<file path="src/rtl/vga_timing_pkg.sv">
// Nominal 640x480 VGA timing, derived window starts and decoder state encoding.
package vga_timing_pkg;

  localparam int unsigned VGA_H_ACTIVE    = 640;
  localparam int unsigned VGA_H_SYNC      = 96;
  localparam int unsigned VGA_H_BP        = 48;
  localparam int unsigned VGA_H_TOTAL     = 800;
  localparam int unsigned VGA_V_ACTIVE    = 480;
  localparam int unsigned VGA_V_SYNC      = 2;
  localparam int unsigned VGA_V_BP        = 33;
  localparam int unsigned VGA_V_TOTAL     = 525;
  localparam int unsigned VGA_LOCK_FRAMES = 2;

  localparam int unsigned VGA_H_START = VGA_H_SYNC + VGA_H_BP;
  localparam int unsigned VGA_V_START = VGA_V_SYNC + VGA_V_BP;

  typedef enum logic [1:0] {
    SEARCH  = 2'd0,
    MEASURE = 2'd1,
    LOCKED  = 2'd2
  } dec_state_e;

endpackage

</file>
<file path="src/rtl/sync_edge_det.sv">
// Samples an active-low sync on pix_en and flags its falling edge combinationally.
// Latency: fall_o is valid in the pix_en cycle that sees the low input; no backpressure.
module sync_edge_det (
  input  logic clk,
  input  logic reset,
  input  logic pix_en_i,
  input  logic sync_i,
  output logic fall_o
);

  logic sync_q;

  // Idle-high reset value so a sync that is already low counts as a fall.
  always_ff @(posedge clk or posedge reset) begin
    if (reset) begin
      sync_q <= 1'b1;
    end else if (pix_en_i) begin
      sync_q <= sync_i;
    end
  end

  assign fall_o = pix_en_i && sync_q && !sync_i;

endmodule

</file>
<file path="src/rtl/vga_sync_decoder.sv">
// Recovers pixel coordinates, video_on and timing lock from active-low hsync/vsync.
// Outputs lag the sync inputs by one pix_en edge; no backpressure. VGA_DEC_ERRCNT_EN adds err_count.
module vga_sync_decoder
  import vga_timing_pkg::*;
#(
  parameter int unsigned H_ACTIVE    = VGA_H_ACTIVE,
  parameter int unsigned H_SYNC      = VGA_H_SYNC,
  parameter int unsigned H_BP        = VGA_H_BP,
  parameter int unsigned H_TOTAL     = VGA_H_TOTAL,
  parameter int unsigned V_ACTIVE    = VGA_V_ACTIVE,
  parameter int unsigned V_SYNC      = VGA_V_SYNC,
  parameter int unsigned V_BP        = VGA_V_BP,
  parameter int unsigned V_TOTAL     = VGA_V_TOTAL,
  parameter int unsigned LOCK_FRAMES = VGA_LOCK_FRAMES
) (
  input  logic       clk,
  input  logic       reset,
  input  logic       pix_en,
  input  logic       hsync_in,
  input  logic       vsync_in,
  output logic [9:0] pixel_x,
  output logic [9:0] pixel_y,
  output logic       video_on,
`ifdef VGA_DEC_ERRCNT_EN
  output logic [7:0] err_count,
`endif
  output logic       locked
);

  localparam int GW = $clog2(LOCK_FRAMES + 1);

  localparam logic [9:0]    CNT_MAX   = 10'd1023;
  localparam logic [9:0]    H_START_C = 10'(H_SYNC + H_BP);
  localparam logic [9:0]    H_END_C   = 10'(H_SYNC + H_BP + H_ACTIVE);
  localparam logic [9:0]    V_START_C = 10'(V_SYNC + V_BP);
  localparam logic [9:0]    V_END_C   = 10'(V_SYNC + V_BP + V_ACTIVE);
  localparam logic [10:0]   H_TOTAL_C = 11'(H_TOTAL);
  localparam logic [10:0]   V_TOTAL_C = 11'(V_TOTAL);
  localparam logic [GW-1:0] LOCK_C    = GW'(LOCK_FRAMES);

  logic          hs_fall, vs_fall;
  logic [9:0]    hcnt_q, hcnt_d, vcnt_q, vcnt_d;
  logic [10:0]   vcnt_eff;
  logic          h_seen_q, v_seen_q;
  logic          line_err_q, line_err_d;
  logic [GW-1:0] good_q, good_d;
  dec_state_e    state_q, state_d;
  logic          hcnt_sat, line_bad, frame_chk, frame_bad, in_win;

  sync_edge_det u_hs_edge (
    .clk      (clk),
    .reset    (reset),
    .pix_en_i (pix_en),
    .sync_i   (hsync_in),
    .fall_o   (hs_fall)
  );

  sync_edge_det u_vs_edge (
    .clk      (clk),
    .reset    (reset),
    .pix_en_i (pix_en),
    .sync_i   (vsync_in),
    .fall_o   (vs_fall)
  );

  // A line that ends on the frame's closing vsync fall still belongs to that frame.
  always_comb begin
    hcnt_sat  = (hcnt_q == CNT_MAX);
    vcnt_eff  = {1'b0, vcnt_q} + {10'd0, hs_fall};
    line_bad  = hs_fall && h_seen_q && (({1'b0, hcnt_q} + 11'd1) != H_TOTAL_C);
    frame_chk = vs_fall && v_seen_q;
    frame_bad = frame_chk && ((vcnt_eff != V_TOTAL_C) || line_err_q || line_bad);
  end

  always_comb begin
    hcnt_d     = hcnt_q;
    vcnt_d     = vcnt_q;
    line_err_d = line_err_q;
    if (pix_en) begin
      if (hs_fall) begin
        hcnt_d = '0;
      end else if (!hcnt_sat) begin
        hcnt_d = hcnt_q + 10'd1;
      end
      if (vs_fall) begin
        vcnt_d = '0;
      end else if (hs_fall && (vcnt_q != CNT_MAX)) begin
        vcnt_d = vcnt_q + 10'd1;
      end
      if (vs_fall) begin
        line_err_d = 1'b0;
      end else if (line_bad) begin
        line_err_d = 1'b1;
      end
    end
  end

  always_comb begin
    state_d = state_q;
    good_d  = good_q;
    if (pix_en) begin
      unique case (state_q)
        SEARCH: begin
          if (vs_fall) begin
            state_d = MEASURE;
            good_d  = '0;
          end
        end
        MEASURE: begin
          if (hcnt_sat) begin
            state_d = SEARCH;
            good_d  = '0;
          end else if (frame_bad) begin
            good_d = '0;
          end else if (frame_chk) begin
            good_d = good_q + GW'(1);
            if ((good_q + GW'(1)) == LOCK_C) begin
              state_d = LOCKED;
            end
          end
        end
        LOCKED: begin
          if (line_bad || frame_bad || hcnt_sat) begin
            state_d = SEARCH;
            good_d  = '0;
          end
        end
        default: begin
          state_d = SEARCH;
          good_d  = '0;
        end
      endcase
    end
  end

  always_ff @(posedge clk or posedge reset) begin
    if (reset) begin
      hcnt_q     <= '0;
      vcnt_q     <= '0;
      h_seen_q   <= 1'b0;
      v_seen_q   <= 1'b0;
      line_err_q <= 1'b0;
      good_q     <= '0;
      state_q    <= SEARCH;
    end else begin
      hcnt_q     <= hcnt_d;
      vcnt_q     <= vcnt_d;
      line_err_q <= line_err_d;
      good_q     <= good_d;
      state_q    <= state_d;
      if (hs_fall) h_seen_q <= 1'b1;
      if (vs_fall) v_seen_q <= 1'b1;
    end
  end

`ifdef VGA_DEC_ERRCNT_EN
  logic [7:0] err_q;

  // A bad line and a bad frame on the same edge count as one error.
  always_ff @(posedge clk or posedge reset) begin
    if (reset) begin
      err_q <= '0;
    end else if ((line_bad || frame_bad) && (err_q != 8'hFF)) begin
      err_q <= err_q + 8'd1;
    end
  end

  assign err_count = err_q;
`endif

  always_comb begin
    in_win   = (hcnt_q >= H_START_C) && (hcnt_q < H_END_C) &&
               (vcnt_q >= V_START_C) && (vcnt_q < V_END_C);
    locked   = (state_q == LOCKED);
    video_on = locked && in_win;
    pixel_x  = video_on ? (hcnt_q - H_START_C) : '0;
    pixel_y  = video_on ? (vcnt_q - V_START_C) : '0;
  end

endmodule

</file>
<file path="config.mk">
export PLATFORM = sky130hd
export DESIGN_NAME = vga_sync_decoder
export DESIGN_NICKNAME = d
export VERILOG_FILES = /design/src/rtl/vga_timing_pkg.sv /design/src/rtl/sync_edge_det.sv /design/src/rtl/vga_sync_decoder.sv
export SDC_FILE = /design/constraint.sdc
export NUM_CORES = 1
export LEC_CHECK = 0
export BUFFER_PORTS_ARGS = -buffer_cell sky130_fd_sc_hd__buf_4
export CORE_ASPECT_RATIO = 1.2
export CORE_MARGIN = 2
export CORE_UTILIZATION = 52
export CTS_CLUSTER_SIZE = 30
export DETAILED_ROUTE_END_ITERATION = 12
export HOLD_SLACK_MARGIN = 0.1
export PLACE_DENSITY = 0.82
export SLEW_MARGIN = 40
export SYNTH_ARGS = -nofsm -noshare
export SYNTH_HDL_FRONTEND = slang
export SYNTH_SLANG_ARGS = --single-unit
</file>
<file path="constraint.sdc">
create_clock -name clk -period 3.2 [get_ports clk]
set_clock_uncertainty 0.2 [all_clocks]
set_input_delay 0.48 -clock clk [delete_from_list [all_inputs] [get_ports clk]]
set_output_delay 0.48 -clock clk [all_outputs]
set_load 0.02 [all_outputs]
</file>
Yosys cells after proc, flatten, opt, wreduce, memory -nomap -nowiden
Cells that the tools add are included.
- bits in registers: 29
- bits of input ports: 5
- word-level logic and storage cells: 81
- $add $sub $neg: 7
- $lt $le $gt $ge: 4
- equality and inequality tests: 14
- multiplexer cells: 20
- reductions and logical operators: 27
- operator list (kind ; number):
    10-bit two-way mux ; 6
    11-bit by 10-bit inequality test with 1-bit output, second input constant ; 2
    10-bit by 1-bit adder with 10-bit output, second input constant ; 2
    10-bit less-than comparator, second input constant ; 2
    2-bit two-way mux ; 10
    1-bit logical AND ; 13
    2-bit case mux with 3 select lines ; 2
    10-bit by 1-bit adder with 11-bit output ; 1
    10-bit by 1-bit adder with 11-bit output, second input constant ; 1
    10-bit equality test, second input constant ; 1
    10-bit by 6-bit greater-or-equal comparator with 1-bit output, second input constant ; 1
    10-bit by 8-bit greater-or-equal comparator with 1-bit output, second input constant ; 1
    10-bit inequality test, second input constant ; 1
    10-bit by 6-bit subtractor with 10-bit output, second input constant ; 1
    10-bit by 8-bit subtractor with 10-bit output, second input constant ; 1
    3-bit inequality test, second input constant ; 3
    2-bit AND reduction ; 3
    6-bit AND reduction ; 1
    2-bit equality test, second input constant ; 2
    1-bit logical OR ; 4
    2-bit inequality test, second input constant ; 2
    4-bit inequality test, second input constant ; 1
    4-bit AND reduction ; 1
    2-bit nonzero test ; 2
    other kinds (6) ; 8

Longest topological paths before layout
- depth after elaboration: 11
- gate-level depth with buffers: 12
- gate-level depth less buffers: 10

By module
From an unflattened synthesis, not the netlist that was laid out.
- cell total of the unflattened synthesis: 277
- area total of the unflattened synthesis: 2323.5 um2
- by module, submodules not included (module ; times used ; cells an instance ; area each (um2) ; sequential area each (um2)):
    vga_sync_decoder ; 1 ; 269 ; 2213.4 ; 675.6
    sync_edge_det ; 2 ; 4 ; 55.1 ; 26.3

Worst setup path after synthesis
No wires, ideal clock.
- kind: input-to-reg
- start point: input pix_en
- end point: register state_q[1]
- library setup time: 125 ps
- data arrival time: 2930 ps
- required time: 2875 ps
- slack: -54 ps
- stages on the path: 11
- path buffers: 2
- path through: clkbuf_1 -> nand2_1 -> nor2_1 -> clkbuf_1 -> ha_1 -> nand2_1 -> or4_1 -> nor4_4 -> nor2_2 -> o31ai_4 -> mux2_2
- word-level cells in the longest chain between the ends: 11
- RTL lines (what ; RTL line ; source):
    start, declared ; vga_sync_decoder.sv:18 ; input logic pix_en,
    1-bit logical AND (*) (2 in a row) ; sync_edge_det.sv:22 ; assign fall_o = pix_en_i && sync_q && !sync_i;
    via hs_fall ; vga_sync_decoder.sv:41 ; logic hs_fall, vs_fall;
    10-bit by 1-bit adder with 11-bit output ; vga_sync_decoder.sv:69 ; vcnt_eff = {1'b0, vcnt_q} + {10'd0, hs_fall};
    11-bit by 10-bit inequality test with 1-bit output ; vga_sync_decoder.sv:72 ; frame_bad = frame_chk && ((vcnt_eff != V_TOTAL_C) || line_err_q || line_bad);
    1-bit logical OR (2 in a row) ; vga_sync_decoder.sv:72 ;
    1-bit logical AND ; vga_sync_decoder.sv:72 ;
    1-bit logical OR (2 in a row) ; vga_sync_decoder.sv:123 ; if (line_bad || frame_bad || hcnt_sat) begin
    2-bit by 1-bit inequality test with 1-bit output (no source line) ; n/a ;
    6-bit AND reduction (no source line) (*) ; n/a ;
    end signal, assigned ; vga_sync_decoder.sv:150 ; state_q <= state_d;
    end, declared ; vga_sync_decoder.sv:47 ; dec_state_e state_q, state_d;
The timed path passes the listed nets; every way through them passes the cells marked *.
A chain may end at the register's enable or synchronous reset.

Worst setup path after layout
- start point: register vcnt_q[0]
- end point: output pixel_x[7]
- word-level cells in the longest chain between the ends: 5
- RTL lines (what ; RTL line ; source):
    start, declared ; vga_sync_decoder.sv:42 ; logic [9:0] hcnt_q, hcnt_d, vcnt_q, vcnt_d;
    start signal, assigned ; vga_sync_decoder.sv:147 ; vcnt_q <= vcnt_d;
    10-bit by 6-bit greater-or-equal comparator with 1-bit output ; vga_sync_decoder.sv:173 ; (vcnt_q >= V_START_C) && (vcnt_q < V_END_C);
    1-bit logical AND ; vga_sync_decoder.sv:172 ; in_win = (hcnt_q >= H_START_C) && (hcnt_q < H_END_C) &&
    1-bit logical AND (*) ; vga_sync_decoder.sv:173 ;
    1-bit logical AND (*) ; vga_sync_decoder.sv:175 ; video_on = locked && in_win;
    10-bit two-way mux (*) ; vga_sync_decoder.sv:176 ; pixel_x = video_on ? (hcnt_q - H_START_C) : '0;
    end, declared ; vga_sync_decoder.sv:21 ; output logic [9:0] pixel_x,
Mark *: on every way between the ends. The rest lies on a longest branch, timed or not.

==> impl_metrics.toml <==
[outcome]
status = "completed"

[logic_synthesis]
syn_inst = 257
yosysUniqueCellTypes = 49
syn-num-nets = 271
synth_common_cells = "48 x nor2_1, 27 x dfrtp_1, 18 x nand2_1"
synth-edff-count = 0
ys_seq_area_share_pct = 34.2
synthArstFlopShare_pct = 100
ys.flop_type = "dfrtp_1"
netlist.area_leader.share_pct = 31.7
netlist_area_sq_mm = 0.00213
yosys_warnings = 0
ys_seq_elements = 29
synth.avg_cell_area_sq_um = 8.29
yosysMostFrequentCell = "nor2_1"
synth_top_cell_by_area = "dfrtp_1"
ys_top_cells_by_area = "dfrtp_1 32%, nor2_1 8.5%, xnor2_1 6.2%"

[drt]
first_pass_iters = 4
post_drt_wl_per_cell_microns = 14.6
drtIter0Drc = 122
detail-route-antenna-nets = 0
routed_wl_microns = 5000
drc = 0
via_per_inst = 5.62
num_vias = 1928

[floorplanning]
die_w_microns = 62.4
initial_core_util_pct = 54.1
die_y_microns = 74.1
pin_count = 27
rows = 25
core-area_sq_mm = 0.00394
dieArea_sq_mm = 0.00463

[clocking]
cts_max_level = 2
cts_buffers = 5
cts.clk_slew.worst_paths_ns = 0.06
clock_path_buffers = 2
worstSkewPairLatency_ns = 0.29
cts.root.buffer_cell = "clkbuf_8"
numClockSinks = 29
cts_tree = "done"

[final_layout]
final_util_pct = 66.0
finalNetCount = 302
stdcell_count = 343
area_growth_syn_to_layout_pct = 22.0
drive_above_1_share_pct = 23.5
design_area_sq_mm = 0.00260
n_antenna_cell = 0

[grt]
grt_pass1_vias = 1856
grt-ovfl-total = 0
antenna_found_initial = 0
grt_max_degree = 30
grt_pass1_wl_microns = 8230
grt_usage_pct = 22.5

[worst_setup_path]
crit_path_end_kind = "primary output"
rr_startpoint = "hcnt_q[4]"
crit_family = "simple AND/OR/NAND/NOR gates"
required_ns = 2.52
crit_path_max_incr_delay_ns = 0.53
critPathMaxFanout = 6
crit_arrival_ns = 2.45
critPathBufInv = 2
critPathLaunchType = "flip-flop"
crit_chain = "ha_2 > or4_4 > nor4b_4 > o2111ai_4 > buf_6 > nor3_1 > buf_4"
worstSetupPathType = "flip-flop to primary output"
crit_slowest_cell = "or4_4"
crit_path_start = "vcnt_q[0]"

[power]
power_mw = 1.23
power.leakage_nw = 1.20
power.density_mw_per_mm2 = 471
vdd_drop_max_mv = 0.292

[worst_hold_path]
worstHoldPathType = "input port to flip-flop"
hold_start = "vsync_in"

[place]
placed_area_sq_mm = 0.00239
post-place-ws_ns = 0.237
gp_congestion = 0.844
hpwl_microns = 3370
portBuffers = 26
dp.cells = 332

[sta]
post-route-min-period_ns = 3.13
drv_slew = 0
period_share_pct = 97.9
tightest_slew_ns = 0.459
slew_headroom_pct = 69.1
tns_ns = 0
worst_slack_ns = 0.0684
finalHoldViolCount = 0
finalSetupViolCount = 0
clock.fmax_mhz = 319
whs_ns = 0.197

[run]
max_cap_viol_count = 0
## per-layer routing
layer | GRT usage [%] | share of wire, % | vias up | wire length [microns]
li1 | - | - | 935 | -
met1 | 24.4 | 41 | 932 | 2030
met2 | 43.5 | 54 | 54 | 2680
met3 | 4.24 | 4.2 | 7 | 209
met4 | 9.38 | 1.5 | 0 | 76
met5 | 0 | 0 | - | 0
## cells in the final DEF, fill, tap and decap left out, types with 6 or more instances in the layout
master	synthesis	routed
nand2_1	18	16
nor2b_1	6	6
o21ai_0	10	10
xnor2_1	15	15
nand3_1	6	6
nor3_1	8	7
inv_1	13	13
buf_4	0	36
or3_1	6	6
clkbuf_8	0	7
xor2_1	8	8
a21oi_1	11	11
nand4_1	7	7
nor2_1	48	46
dfrtp_1	27	27
ha_1	9	8
## state kept, by name, indices dropped and copies added, names as in the netlist
| name | cells |
|---|---|
| good_q | 2 |
| line_err_q | 1 |
| u_hs_edge.sync_q | 1 |
| h_seen_q | 1 |
| u_vs_edge.sync_q | 1 |
| state_q | 2 |
| vcnt_q | 10 |
| hcnt_q | 10 |
| v_seen_q | 1 |
## area by class of cell
class	instances	area (sq um)
Fill cell	342	1340
Multi-Input combinational cell	198	1330
Sequential cell	29	728
Timing Repair Buffer	41	325
Clock buffer	7	96.3
Tap cell	54	67.6
Inverter	13	48.8
Clock inverter	1	5.00
## kinds of logic after synthesis
kind of cell               count (synthesis)  synth area share, %
adders and majority gates                  9                 5.28
xor gates and xnor gates                  23                 9.45
buffers and inverters                     30                 6.69
DFF                                       29                 34.2
muxes                                      8                 4.05
and+or+nand+nor                          122                 29.2
AOI/OAI and AO/OA                         36                 11.1
## worst reg2reg max path: stages (launching register included)
cell,delay [ns]
dfrtp_1,0.51
ha_1,0.23
nand4_1,0.26
or3_1,0.40
a22oi_1,0.32
a21oi_1,0.19
o31ai_4,0.33
mux2_2,0.37
## worst paths after layout
path                       cells past startpoint          endpoint  slack [ns]
max                                            7        pixel_x[7]        0.07
min                                            2          v_seen_q        0.20
max reg2reg                                    7        state_q[1]        0.30
min reg2reg                                    1          h_seen_q        0.27
max in group asynchronous                      4  u_vs_edge.sync_q        1.84
min in group asynchronous                      4         good_q[0]        0.62
## what timing repair did
action                                  CTS  global route
endpoints found under the hold margin    27             0
hold buffers                              1             0
resized for setup                         0            23
setup buffers                             0             0
endpoints found under the setup margin    0            21
## where the power goes
part / switching (mW) / internal [mW]
Sequential: 0.0688 / 0.433
Clock: 0.145 / 0.194
Combinational: 0.220 / 0.164
Note: power is estimated with default switching activity, not from simulation.
